[src/rtl/vga_timing_pkg.sv]
// rtl/vga_timing_pkg.sv - shared 640x480@60 timing constants and lock state enum
// Used by both the sync generator and the sync receiver so the two never disagree.
package vga_timing_pkg;

    localparam int VGA_COORD_W     = 10;
    localparam int VGA_H_DISPLAY   = 640;
    localparam int VGA_H_TOTAL     = 800;
    localparam int VGA_H_SYNC_POS  = 656;
    localparam int VGA_V_DISPLAY   = 480;
    localparam int VGA_V_TOTAL     = 525;
    localparam int VGA_V_SYNC_POS  = 513;
    localparam int VGA_LOCK_FRAMES = 2;

    typedef enum logic [1:0] {
        SEARCH  = 2'd0,
        ACQUIRE = 2'd1,
        LOCKED  = 2'd2
    } lock_state_t;

endpackage

[src/rtl/vga_edge_det.sv]
// rtl/vga_edge_det.sv - tick-qualified falling-edge detector for an active-low sync
// The history register idles high so a line held low through reset reads as a fresh edge.
module vga_edge_det (
    input  logic clk_in,
    input  logic rst_n,
    input  logic tick_i,
    input  logic sig_i,
    output logic fall_o
);

    logic sig_q;

    always_ff @(posedge clk_in or negedge rst_n) begin
        if (!rst_n) begin
            sig_q <= 1'b1;
        end else if (tick_i) begin
            sig_q <= sig_i;
        end
    end

    assign fall_o = tick_i & sig_q & ~sig_i;

endmodule

[src/rtl/vga_sync_rx.sv]
// rtl/vga_sync_rx.sv - VGA sync receiver: flywheel coordinates, period checks, lock FSM
// Coordinates re-align on every sync fall; lock needs LOCK_FRAMES clean frames after a first unchecked vsync.
module vga_sync_rx
    import vga_timing_pkg::*;
#(
    parameter int largo       = VGA_COORD_W,
    parameter int H_DISPLAY   = VGA_H_DISPLAY,
    parameter int H_TOTAL     = VGA_H_TOTAL,
    parameter int H_SYNC_POS  = VGA_H_SYNC_POS,
    parameter int V_DISPLAY   = VGA_V_DISPLAY,
    parameter int V_TOTAL     = VGA_V_TOTAL,
    parameter int V_SYNC_POS  = VGA_V_SYNC_POS,
    parameter int LOCK_FRAMES = VGA_LOCK_FRAMES
) (
    input  logic             clk_in,
    input  logic             rst_n,
    input  logic             p_tick,
    input  logic             hsync,
    input  logic             vsync,
    output logic [largo-1:0] pixel_x,
    output logic [largo-1:0] pixel_y,
    output logic             video_on,
    output logic             locked,
    output logic             frame_start,
    output logic             sync_err,
    output logic [7:0]       err_count
);

    localparam int LT_W = $clog2(2 * H_TOTAL + 1);
    localparam int FL_W = 10;
    localparam int GF_W = (LOCK_FRAMES > 1) ? $clog2(LOCK_FRAMES) : 1;

    localparam logic [largo-1:0] X_LAST    = largo'(H_TOTAL - 1);
    localparam logic [largo-1:0] X_RESYNC  = largo'(H_SYNC_POS + 1);
    localparam logic [largo-1:0] X_DISP    = largo'(H_DISPLAY);
    localparam logic [largo-1:0] Y_LAST    = largo'(V_TOTAL - 1);
    localparam logic [largo-1:0] Y_RESYNC  = largo'(V_SYNC_POS);
    localparam logic [largo-1:0] Y_DISP    = largo'(V_DISPLAY);
    localparam logic [LT_W-1:0]  LT_LINE   = LT_W'(H_TOTAL - 1);
    localparam logic [LT_W-1:0]  LT_TO_M1  = LT_W'(2 * H_TOTAL - 1);
    localparam logic [LT_W-1:0]  LT_MAX    = '1;
    localparam logic [FL_W-1:0]  FL_FRAME  = FL_W'(V_TOTAL);
    localparam logic [FL_W-1:0]  FL_MAX    = '1;
    localparam logic [GF_W-1:0]  GF_DONE   = GF_W'(LOCK_FRAMES - 1);

    logic             hs_fall;
    logic             vs_fall;
    logic [largo-1:0] x_q, x_d;
    logic [largo-1:0] y_q, y_d;
    logic [LT_W-1:0]  lt_q, lt_d;
    logic [FL_W-1:0]  fl_q, fl_d;
    logic [GF_W-1:0]  gf_q;
    lock_state_t      state_q;
    logic             sync_err_q;
    logic             frame_start_q;
    logic [7:0]       err_count_q;
    logic             h_wrap;
    logic             line_ok;
    logic             frame_ok;
    logic             timeout;
    logic             bad_evt;
    logic             fs_hit;

    vga_edge_det u_hs_det (
        .clk_in (clk_in),
        .rst_n  (rst_n),
        .tick_i (p_tick),
        .sig_i  (hsync),
        .fall_o (hs_fall)
    );

    vga_edge_det u_vs_det (
        .clk_in (clk_in),
        .rst_n  (rst_n),
        .tick_i (p_tick),
        .sig_i  (vsync),
        .fall_o (vs_fall)
    );

    always_comb begin
        h_wrap   = p_tick & ~hs_fall & (x_q == X_LAST);
        line_ok  = (lt_q == LT_LINE);
        frame_ok = (fl_q == FL_FRAME);
        // Timeout fires on the single tick where lt would step onto 2*H_TOTAL.
        timeout  = p_tick & ~hs_fall & (lt_q == LT_TO_M1);
        bad_evt  = (hs_fall & ~line_ok) | (vs_fall & ~frame_ok) | timeout;
        fs_hit   = h_wrap & ~vs_fall & (y_q == Y_LAST) & (state_q == LOCKED);

        x_d = x_q;
        if (p_tick) begin
            if (hs_fall) begin
                x_d = X_RESYNC;
            end else if (x_q == X_LAST) begin
                x_d = '0;
            end else begin
                x_d = x_q + 1'b1;
            end
        end

        y_d = y_q;
        if (vs_fall) begin
            y_d = Y_RESYNC;
        end else if (h_wrap) begin
            y_d = (y_q == Y_LAST) ? '0 : y_q + 1'b1;
        end

        lt_d = lt_q;
        if (hs_fall) begin
            lt_d = '0;
        end else if (p_tick && (lt_q != LT_MAX)) begin
            lt_d = lt_q + 1'b1;
        end

        fl_d = fl_q;
        if (vs_fall) begin
            fl_d = hs_fall ? FL_W'(1) : '0;
        end else if (hs_fall && (fl_q != FL_MAX)) begin
            fl_d = fl_q + 1'b1;
        end
    end

    always_ff @(posedge clk_in or negedge rst_n) begin
        if (!rst_n) begin
            x_q           <= '0;
            y_q           <= '0;
            lt_q          <= '1;
            fl_q          <= '0;
            gf_q          <= '0;
            state_q       <= SEARCH;
            sync_err_q    <= 1'b0;
            frame_start_q <= 1'b0;
            err_count_q   <= 8'd0;
        end else begin
            x_q           <= x_d;
            y_q           <= y_d;
            lt_q          <= lt_d;
            fl_q          <= fl_d;
            sync_err_q    <= 1'b0;
            frame_start_q <= fs_hit;

            case (state_q)
                SEARCH: begin
                    if (vs_fall) begin
                        state_q <= ACQUIRE;
                        gf_q    <= '0;
                    end
                end
                ACQUIRE: begin
                    if (bad_evt) begin
                        state_q    <= SEARCH;
                        sync_err_q <= 1'b1;
                    end else if (vs_fall) begin
                        gf_q <= gf_q + 1'b1;
                        if (gf_q == GF_DONE) begin
                            state_q <= LOCKED;
                        end
                    end
                end
                LOCKED: begin
                    if (bad_evt) begin
                        state_q    <= SEARCH;
                        sync_err_q <= 1'b1;
                    end
                end
                default: state_q <= SEARCH;
            endcase

            if (bad_evt && (state_q != SEARCH) && (err_count_q != 8'hFF)) begin
                err_count_q <= err_count_q + 1'b1;
            end
        end
    end

    assign pixel_x     = x_q;
    assign pixel_y     = y_q;
    assign locked      = (state_q == LOCKED);
    assign video_on    = locked & (x_q < X_DISP) & (y_q < Y_DISP);
    assign frame_start = frame_start_q;
    assign sync_err    = sync_err_q;
    assign err_count   = err_count_q;

endmodule

[config.mk]
export PLATFORM = sky130hd
export DESIGN_NAME = vga_sync_rx
export DESIGN_NICKNAME = d
export VERILOG_FILES = /design/src/rtl/vga_timing_pkg.sv /design/src/rtl/vga_edge_det.sv /design/src/rtl/vga_sync_rx.sv
export SDC_FILE = /design/constraint.sdc
export NUM_CORES = 1
export LEC_CHECK = 0
export ABC_AREA = 1
export CAP_MARGIN = 0
export CORE_MARGIN = 4
export CORE_UTILIZATION = 57
export DETAILED_ROUTE_END_ITERATION = 16
export PLACE_DENSITY = 0.81
export SYNTH_ARGS = -nofsm -noshare
export SYNTH_HDL_FRONTEND = slang
export SYNTH_HIERARCHICAL = 1
export SYNTH_SLANG_ARGS = --single-unit
[constraint.sdc]
create_clock -name clk_in -period 2.15 [get_ports clk_in]
set_input_delay 0.5375 -clock clk_in [delete_from_list [all_inputs] [get_ports clk_in]]
set_output_delay 0.5375 -clock clk_in [all_outputs]
set_load 0.005 [all_outputs]
==> out/results.ini <==
[power_and_ir_drop]
switching_share_pct=32.0
worst_ir_drop_vdd_mv=0.540
total_power_mw=2.96
power_density_normalized_to_cell_area_nw_per_um2=727
power_frac_seq_pct=48.3
power.net_switching_uw=949
internal-power_mw=2.02
p_leak_nw=1.84
p_comb_share_pct=28.7
clkPwrFrac_pct=23.0

[clock_tree]
hold_buffers=0
clock_sinks=56
tritoncts=done
cts_made_buffers=5
cts.path.max_buffers=2
clkTransAtPathRegs_ns=0.10
ctsRootBufferMaster=clkbuf_8
htreeDepth=2
insertion_delay_ns=0.31

[floorplan]
num_io_pins=37
die_h_um=84.6
design.die.area_sq_um=7160
chipWidth_um=84.6
core_sq_um=5610
start_util_pct=59.7
rows=27

[setup_path]
crit_path_launch_type=register
cp-endpoint=locked
timing.critical_path.from=state_q[0]$_DFFE_PN0P_
critical-path-slowest-cell=clkdlybuf4s50_1
timing.critical_path.depth=4
critPathMaxStageDelay_ns=0.50
biggest_fanout_along_the_worst_timing_path=2
rrSetupSlack_ns=0.22
critical_path_class=register to output port
worstRegToRegCells=9
regToRegEndpoint=lt_q[3]$_DFFE_PN1P_
timing.critical_path.cells=inv_2, ha_4, buf_4, clkdlybuf4s50_1
r2r-start=lt_q[0]$_DFFE_PN1P_
crit_arrival_ns=1.54
endpoint_kind=output port
cp_data_required_time_ns=1.61
crit_family=buffers and inverters
timing.critical_path.buf_inv=3

[logic_synthesis]
netlist_area_sq_um=3350
post-synth-top-area-cell=dfrtp_1
synthesis.area_per_instance_sq_um=8.14
yosysWarnings=6
synth.top_cell.area_share_pct=32.1
synth.distinct_cells=36
synth_top_flop_cell=dfrtp_1
netlist_instances=411
synth.area.top_cells=dfrtp_1, nand2_1, dfstp_2
synth_edf_count=0
yosysSeqAreaShare_pct=42.4
synth.net_count=426
ffs_latches_synth=56
async_reset_ff_share_pct=100

[routing]
detail_route.drc_violations=0
antenna_left=0
vias_per_cell=5.40
drt-pass1-iter-count=4
detailedRoute.firstIterationViolations=182
wire_per_inst_um=13.5
num_vias=2950
wl_um=7350

[sta]
fin_crit_sh_pct=96.7
finClkSkew_ns=0.00894
finalSetupViolations=0
timing.final.crit_period_ns=2.08
slew_viol_final=0
worstMarginPinSlew_ns=0.501
hold_viol=0
smallest_hold_slack_ns=0.188
rsz0062_at_grt=false
setup_ws_ns=0.0717
fmaxAchievable_mhz=481
timing.max_slew.rel_slack_pct=66.6

[grt]
grtUsageTotal_pct=21.8
top_usage_layer=met2
maximum_number_of_pins_on_one_net_before_global_route_repair=37
global_route.usage.met2_pct=37.9
met1_track_demand_over_resource_in_global_routing_pct=28.0
globalRoute.totalOverflow=0
grtUsageMet3_pct=4.02
grt_pass1_wl_um=13000
grt_pass1_vias=2925
antenna_violations_before_repair=0

[cells_and_area]
leading_cell_types_in_the_layout_fill_and_taps_excluded=nand2_1, inv_1, dfrtp_1
antenna_diode_count=0
multi_input_area_sq_um=1700
num-fill-cells=469
layout-drive-gt1-share_pct=17.9
sequential_cell_area_sq_um=1420
final_area_sq_um=4080
syn_to_final_growth_pct=21.8
net_total_in_the_final_layout=488
mostFrequentLayoutCell=nand2_1

[placed_design]
preCtsSetupSlack_ns=-0.0419
detailed_place.area_sq_um=3950
port_buffers=36
dp_hpwl_um=5550
place.gp.congestion=0.914

[worst_hold_path]
holdCritPathClass=input port to async pin

[job]
maxCapViolCount=0

[outcome]
outcome=completed

[cells in the mapped netlist, drive strengths merged, types with 8 or more instances]
master,number
nand4,12
o22ai,8
dfstp,13
ha,10
nor2,29
xor2,18
dfrtp,43
nor3,14
nand2,103
a21oi,9
o21ai,29
nand3,41
inv,59
[worst min path at each step]
stage / start / end / cells past startpoint
floorplan: rst_n / err_count[0]$_DFFE_PN0P_ / 0
global placement: u_hs_det/sig_q$_DFFE_PN1P_ / u_hs_det/sig_q$_DFFE_PN1P_ / 2
detailed placement: u_hs_det/sig_q$_DFFE_PN1P_ / u_hs_det/sig_q$_DFFE_PN1P_ / 2
CTS: rst_n / fl_q[8]$_DFFE_PN0P_ / 1
global route: rst_n / pixel_x[5]$_DFFE_PN0P_ / 1
finish: rst_n / fl_q[0]$_DFFE_PN0P_ / 1
[through the flow]
stage	std cells	util, %	setup TNS, ns
2_1_floorplan	411	-	0
3_3_place_gp	537	70.5	-0.000702
3_5_place_dp	537	70.5	-0.259
4_1_cts	546	72.5	0
5_1_grt	546	72.7	0
6_report	546	72.7	0
[layout make-up]
class                      count  area share, %
multi-input combinational    291           41.6
sequential                    56           34.8
timing repair buffer          59           13.1
inverter                      60           5.62
tap                           72           2.21
clock buffer                   6           1.78
clock inverter                 2          0.860
[state kept, by name, indices dropped and copies added (netlist names)]
signal          cells
u_vs_det/sig_q      1
sync_err            1
fl_q               10
frame_start         1
lt_q               11
err_count           8
pixel_x            10
pixel_y            10
state_q             2
u_hs_det/sig_q      1
gf_q                1
[timing repair]
item                                    CTS  global route
endpoints found under the setup margin    2             2
setup buffers                             1             0
gates resized for setup                   3             4
[power by group through the flow]
stage          combinational (mW)  sequential, mW  clock [mW]
6_report                    0.852            1.43       0.680
5_1_grt                     0.962            1.46       0.749
4_1_cts                     0.853            1.43       0.703
3_5_place_dp                0.838            1.44           0
3_3_place_gp                0.809            1.44           0
2_1_floorplan               0.489            1.42           0
[metal layers]
metal | vias to the layer above | wire length [um]
met5 | - | 0
met4 | 0 | 70
met3 | 5 | 315
met2 | 63 | 3640
met1 | 1423 | 3330
li1 | 1459 | -
[kinds of logic after synthesis]
group | synth area share, %
and+or+nand+nor | 30.2
DFF | 42.4
AOI/OAI and AO/OA | 9.76
xor gates and xnor gates | 6.54
buffers and inverters | 7.36
adders and majority gates | 3.74
No activity file was read; power rests on OpenSTA's default activity.
